$ cat src/rtl/const_table_rf.sv
// Operand-pointer decoder with a writable constant table that self-loads the ISA
// default constants after reset or reload; NUM_RD independent registered read ports.
module const_table_rf #(
    parameter int DATA_W = 8,
    parameter int IDX_W  = 4,
    parameter int NUM_RD = 2
) (
    input  logic                        clk,
    input  logic                        rst_n,
    input  logic                        reload,
    output logic                        busy,
    input  logic                        wr_en,
    input  logic [IDX_W-1:0]            wr_idx,
    input  logic [DATA_W-1:0]           wr_data,
    output logic                        wr_err,
    input  logic [NUM_RD-1:0]           rd_en,
    input  logic [NUM_RD*(IDX_W+1)-1:0] rd_ptr,
    output logic [NUM_RD*DATA_W-1:0]    rd_val,
    output logic [NUM_RD-1:0]           rd_flag,
    output logic [NUM_RD-1:0]           rd_valid
);

    localparam int DEPTH = 2 ** IDX_W;

    typedef enum logic {
        ST_INIT,
        ST_READY
    } state_t;

    state_t                     state_q, state_d;
    logic [IDX_W-1:0]           init_cnt_q, init_cnt_d;
    logic [DATA_W-1:0]          table_q [DEPTH];
    logic [DATA_W-1:0]          table_d [DEPTH];
    logic                       wr_err_q, wr_err_d;
    logic [NUM_RD*DATA_W-1:0]   rd_val_q, rd_val_d;
    logic [NUM_RD-1:0]          rd_flag_q, rd_flag_d;
    logic [NUM_RD-1:0]          rd_valid_q, rd_valid_d;
    logic                       wr_fire;
    logic [IDX_W:0]             ptr;
    logic [IDX_W-1:0]           idx;

    // ISA default constants; entries beyond 15 are zero, values resized to DATA_W.
    function automatic logic [DATA_W-1:0] default_const(input logic [IDX_W-1:0] i);
        logic [7:0] v;
        case (int'(i))
            0:       v = 8'd127;
            1:       v = 8'd1;
            2:       v = 8'd2;
            3:       v = 8'd128;
            4:       v = 8'd8;
            5:       v = 8'd3;
            6:       v = 8'd4;
            7:       v = 8'd5;
            8:       v = 8'd32;
            9:       v = 8'd6;
            10:      v = 8'd15;
            11:      v = 8'd64;
            12:      v = 8'd7;
            13:      v = 8'd255;
            14:      v = 8'd19;
            15:      v = 8'd20;
            default: v = 8'd0;
        endcase
        return DATA_W'(v);
    endfunction

    always_comb begin
        state_d    = state_q;
        init_cnt_d = init_cnt_q;
        table_d    = table_q;
        wr_err_d   = 1'b0;
        wr_fire    = 1'b0;
        rd_val_d   = rd_val_q;
        rd_flag_d  = rd_flag_q;
        rd_valid_d = '0;
        ptr        = '0;
        idx        = '0;
        busy       = (state_q == ST_INIT);

        case (state_q)
            ST_INIT: begin
                table_d[init_cnt_q] = default_const(init_cnt_q);
                init_cnt_d          = init_cnt_q + IDX_W'(1);
                if (&init_cnt_q) begin
                    state_d = ST_READY;
                end
            end
            ST_READY: begin
                if (wr_en && !reload) begin
                    wr_fire         = 1'b1;
                    table_d[wr_idx] = wr_data;
                end
            end
            default: state_d = ST_INIT;
        endcase

        // A write colliding with busy or with a reload request is dropped and flagged.
        if (wr_en && (busy || reload)) begin
            wr_err_d = 1'b1;
        end
        if (reload) begin
            state_d    = ST_INIT;
            init_cnt_d = '0;
        end

        for (int i = 0; i < NUM_RD; i++) begin
            ptr = rd_ptr[i*(IDX_W+1) +: (IDX_W+1)];
            idx = ptr[IDX_W-1:0];
            if (!busy && rd_en[i]) begin
                rd_valid_d[i] = 1'b1;
                rd_flag_d[i]  = ptr[IDX_W];
                if (!ptr[IDX_W]) begin
                    rd_val_d[i*DATA_W +: DATA_W] = DATA_W'(idx);
                end else if (wr_fire && (wr_idx == idx)) begin
                    rd_val_d[i*DATA_W +: DATA_W] = wr_data;
                end else begin
                    rd_val_d[i*DATA_W +: DATA_W] = table_q[idx];
                end
            end
        end
    end

    always_ff @(posedge clk or negedge rst_n) begin
        if (!rst_n) begin
            state_q    <= ST_INIT;
            init_cnt_q <= '0;
            wr_err_q   <= 1'b0;
            rd_val_q   <= '0;
            rd_flag_q  <= '0;
            rd_valid_q <= '0;
        end else begin
            state_q    <= state_d;
            init_cnt_q <= init_cnt_d;
            wr_err_q   <= wr_err_d;
            rd_val_q   <= rd_val_d;
            rd_flag_q  <= rd_flag_d;
            rd_valid_q <= rd_valid_d;
        end
    end

    // Table storage is deliberately unreset: INIT rewrites every entry.
    always_ff @(posedge clk) begin
        table_q <= table_d;
    end

    assign wr_err   = wr_err_q;
    assign rd_val   = rd_val_q;
    assign rd_flag  = rd_flag_q;
    assign rd_valid = rd_valid_q;

endmodule
$ cat config.mk
export PLATFORM = sky130hd
export DESIGN_NAME = const_table_rf
export DESIGN_NICKNAME = d
export VERILOG_FILES = /design/src/rtl/const_table_rf.sv
export SDC_FILE = /design/constraint.sdc
export NUM_CORES = 1
export LEC_CHECK = 0
export BUFFER_PORTS_ARGS = -buffer_cell sky130_fd_sc_hd__buf_2
export CORE_AREA = 2 2 143 117
export DETAILED_ROUTE_END_ITERATION = 8
export DIE_AREA = 0 0 145 119
export MAX_ROUTING_LAYER = met4
export PLACE_DENSITY = 0.79
export SLEW_MARGIN = 20
export SYNTH_ARGS = -nofsm -noshare
export SYNTH_HDL_FRONTEND = slang
export SYNTH_SLANG_ARGS = --single-unit
$ cat constraint.sdc
create_clock -name clk -period 5.2 [get_ports clk]
set_input_delay 0.26 -clock clk [delete_from_list [all_inputs] [get_ports clk]]
set_output_delay 0.26 -clock clk [all_outputs]
set_load 0.02 [all_outputs]
[Word level (Yosys, flattened, before mapping)]
Memories as Yosys holds them, arrays and structs flattened.
Cells that the tools add are included.
Cells by class
  add/subtract/negate cells: 1
  multipliers: 0
  div/mod/pow operators: 0
  magnitude comparators: 6
  equality and inequality tests: 4
  shift-type cells: 0
  muxes and demuxes: 29
  bitwise operators: 5
  reductions and logical operators: 11
Operator list (number)
  $bwmux 128: 2
  $pmux 128 s2: 1
  $mux 128: 1
  $mux 8: 11
  $bmux 8 s4: 2
  $demux 8 s4: 2
  $ge 5x5->1 const B: 4
  $not 4->5: 4
  $lt 5x1->1 const B: 2
  $eq 4x4->1: 2
  $logic_and 1x1->1: 8
  $mux 1: 8
  $mux 4: 2
  $add 4x1->4 const B: 1
  $reduce_and 4->1: 1
  $ne 2x1->1 const B: 1
  $ne 2x2->1 const B: 1
  $logic_not 1->1: 1
  $logic_or 1x1->1: 1
  $not 1->1: 1
Storage, ports and cells
  flip-flop bits (word level): 154
  latch bits: 0
  memory bits (writable): 0
  ROM bits: 128
  bits of input ports: 28
  output and inout bits: 22
  word-level logic and storage cells: 81
  memories kept: 1
Memory list
  (name not given): words 16, width 8, rd ports 1, clocked after memory_dff 0, write ports 0, RTL line 45  | case (int'(i))

[Longest topological paths before layout]
  word-level depth: 8
  gate-level depth with buffers: 8
  depth with buffers taken out: 7

[Worst setup path after synthesis]
OpenSTA, ideal clock, no wires.
  path type: reg2reg
  start: register init_cnt_q[0] (netlist name)
  end: register table_q[120] in the netlist's numbering, enable pin
  setup time: 384 ps
  arrival: 1621 ps
  required time: 4816 ps
  path slack: 3195 ps
  cell stages (with the launch flop): 7
  buffers on the path: 1
  clock period less this slack: 2005 ps
  cell sequence: dfrtp_1 > inv_1 > ha_1 > nor2b_1 > clkbuf_1 > nand2_1 > o21ai_0
RTL lines
  end signal: assignment: RTL line 143  | table_q <= table_d;
  end: declaration: RTL line 32  | logic [DATA_W-1:0] table_q [DEPTH];

[Final worst setup path]
  start: register state_q
  end: register table_q[113] in the netlist's numbering, enable pin
Between the ends
  cells in the longest elaborated chain, start to end: 1
RTL lines
  start: declaration: RTL line 30  | state_t state_q, state_d;
  start signal: assignment: RTL line 132  | state_q <= state_d;
  $ne 2x1->1 (no line)
No other way between the ends.
A chain may end at the register's enable or synchronous reset.

==> metrics.md <==
| Metric | Value |
|---|---|
| Status | completed |
| Synth Register Bits | 154 |
| Mapped Cells | 676 |
| Setup Slack @ Placement | 1.96 ns |
| R2R setup slack | 1.80 ns |
| Tmin final | 3.40 ns |
| # port buffers | 49 |
| Rows | 42 |
| Worst-Margin Slew | 1.25 ns |
| Vias | 6821 |
| CP Capture Type | register |
| Final hold viol count | 0 |
| Hold EP | wr_err |
| Setup TNS | 0 ns |
| DRC | 0 |
| Largest net degree at the start of global routing | 36 |
| DRT iter0 DRCs | 1335 |
| Number of global-route vias before repair | 6479 |
| Final WS setup | 1.80 ns |
| EDFF count, synth | 128 |
| Ant diodes | 0 |
| Synth warn | 0 |
| TritonCTS Buffers | 17 |
| RR Startpoint | state_q |
| Placed Cells | 898 |
| Die area | 17300 um2 |
| Max_cap viols | 0 |
| Max Clk Rate | 294 MHz |
| GP Congestion | 0.996 |
| Final clock skew | 0.00823 ns |
| CTS sink cnt | 154 |
| Io pins | 50 |
| Chip Width | 145 um |
| Detailed-router iteration count before antenna repair | 9 |
| Grt total ovfl | 0 |
| Seq/Total Area, Yosys | 0.527 |
| FF-to-FF path depth | 2 |
| Post-CTS setup buffers | 0 |
| GR Util All Layers | 0.321 |
| CTS tree | yes |
| Nets | 734 |
| Final Slew Violations | 0 |
| Non-Filler Instances | 931 |
| Critical path type | reg2reg |
| Predominant post-synthesis flop cell | edfxtp_1 |
| Vias/cell | 7.33 |
| Synth async-reset ratio | 0.169 |
| Setup-failing EPs final | 0 |
| Syn Area/Cell | 12.6 um2 |
| Req. time, crit path | 5.24 ns |
| Min-delay src | wr_en |
| Worst min path class | in2reg |
| Area growth syn-to-layout | 10.2% |
| Die H | 119 um |
| Most frequent cells in the layout | edfxtp_1 (128), o21ai_0 (70), nand2_1 (64), mux4_2 (64), o22ai_1 (61) |
| Commonest non-fill, non-tap cell in the layout | edfxtp_1 |
| Post-Synthesis Cell Area | 8540 um2 |
| WL final | 26.1 mm |
| Worst r2r dst | table_q[113] |
| Worst-path clk slew | 0.06 ns |
| Max rail drop VDD | 0.222 mV |
| LEAKAGE | 3.10 nW |
| Worst hold stages | 2 |
| Deepest clock path buffer count | 2 |
| Starting density of the core | 0.533 |
| Fraction of layout cells with a size suffix above 1 | 0.222 |
| WL/cell | 28.0 um |
| Yosys cell types | 34 |
| Core area | 16000 um2 |
| RSZ-0062 raised after global routing | no |
| Pwr/cell area | 320 nW/um2 |
| Antenna-violating nets left | 0 |
| Clock Latency Late Sink | 0.43 ns |
| Total power | 3.01 mW |
| Slew headroom | 0.158 |
| Syn_nets | 712 |
| DP HPWL | 17.8 mm |
| CP startpoint kind | register |
| Crit share post-route | 0.655 |
| Clk root buf | clkbuf_16 |
| Initial antenna violation count | 0 |
| CP Max Fanout | 21 |
| CTS H-Tree Depth | 4 |
| First-pass GRT wire length | 39.2 mm |
| Crit path arrival time | 3.45 ns |
-- sequential cells by signal, summed over array words and instances, names as in the netlist --
name / flops
table_q: 128
rd_val: 16
init_cnt_q: 4
rd_flag: 2
rd_valid: 2
state_q: 1
wr_err: 1
-- Yosys cell counts (2+ instances only) --
cell | n | area share
mux2i_1 | 9 | 0.011
buf_4 | 4 | 0.0035
a221oi_1 | 8 | 0.0082
ha_1 | 8 | 0.012
o22ai_1 | 61 | 0.045
nand3b_1 | 2 | 0.0018
nor2b_1 | 14 | 0.010
nor2_1 | 35 | 0.015
xnor2_1 | 8 | 0.0082
or2_2 | 3 | 0.0022
nand4_1 | 5 | 0.0037
a21o_1 | 8 | 0.0070
nand3_1 | 33 | 0.019
buf_6 | 6 | 0.0079
edfxtp_1 | 128 | 0.45
a22oi_1 | 16 | 0.014
o21ai_0 | 76 | 0.045
mux4_2 | 64 | 0.17
o21ai_1 | 10 | 0.0059
o21a_1 | 2 | 0.0018
mux2_2 | 8 | 0.011
nand2_1 | 64 | 0.028
dfrtp_1 | 26 | 0.076
buf_2 | 22 | 0.013
clkbuf_1 | 18 | 0.0079
inv_1 | 9 | 0.0040
a21oi_1 | 12 | 0.0070
nor2_2 | 2 | 0.0015
or3_1 | 9 | 0.0066
xor2_1 | 2 | 0.0021
-- final cells by class --
cell class | count | area, um2
timing repair buffer | 53 | 278
inverter | 9 | 33.8
sequential | 154 | 4490
multi-input combinational | 463 | 3740
tap | 220 | 275
clock inverter | 12 | 149
clock buffer | 20 | 437
fill | 1237 | 6630
-- metal layers --
metal  vias to the layer above  GRT usage  wire [um]
met5                         -          -          0
met3                       141      0.120       4650
met1                      3241      0.430       9310
met4                         0      0.166       1510
met2                       705      0.426      10600
li1                       2734          -          -
-- power by group --
part / switching [mW] / total [mW] / internal, mW
Sequential: 0.0312 / 1.41 / 1.38
Clock: 0.480 / 1.23 / 0.751
Combinational: 0.232 / 0.371 / 0.139
-- cells by family (layout without fill, tap and decap cells) --
| family | after synthesis | after routing | synth area share |
|---|---|---|---|
| compound gates | 196 | 196 | 0.136 |
| xor+xnor | 10 | 10 | 0.0103 |
| fa+ha+maj | 8 | 8 | 0.0117 |
| buf+inv | 59 | 94 | 0.0362 |
| flops | 154 | 154 | 0.527 |
| mux | 81 | 81 | 0.190 |
| simple gates | 168 | 168 | 0.0896 |
-- what timing repair did --
action,in CTS,in global routing
endpoints found under the hold margin,26,0
hold buffers,1,0
resized for setup,0,0
setup endpoints to repair,0,0
-- worst max path at each step --
stage	startpoint	slack, ns	endpoint
after global placement	state_q	2.05	table_q[122]
final	state_q	1.80	table_q[113]
after global routing	state_q	1.73	table_q[22]
after CTS	state_q	1.91	table_q[74]
after detailed placement	state_q	1.96	table_q[78]
after floorplan	init_cnt_q[0]	3.20	table_q[120]
-- worst max-delay path, cell delays in order, from the launching register on --
cell      delay (ns)
dfrtp_1         0.84
nand3b_1        0.96
o21ai_0         1.22
-- per-stage QoR --
stage / instance area (um2) / utilization / hold slack [ns]
detailed placement: 8810 / 0.549 / 0.317
CTS: 9400 / 0.587 / 0.0695
finish: 9400 / 0.587 / 0.0744
global route: 9400 / 0.587 / 0.0836
floorplan: 8540 / - / -0.0356
global placement: 8810 / 0.549 / 0.305
Power figures use the tool's default switching activity.
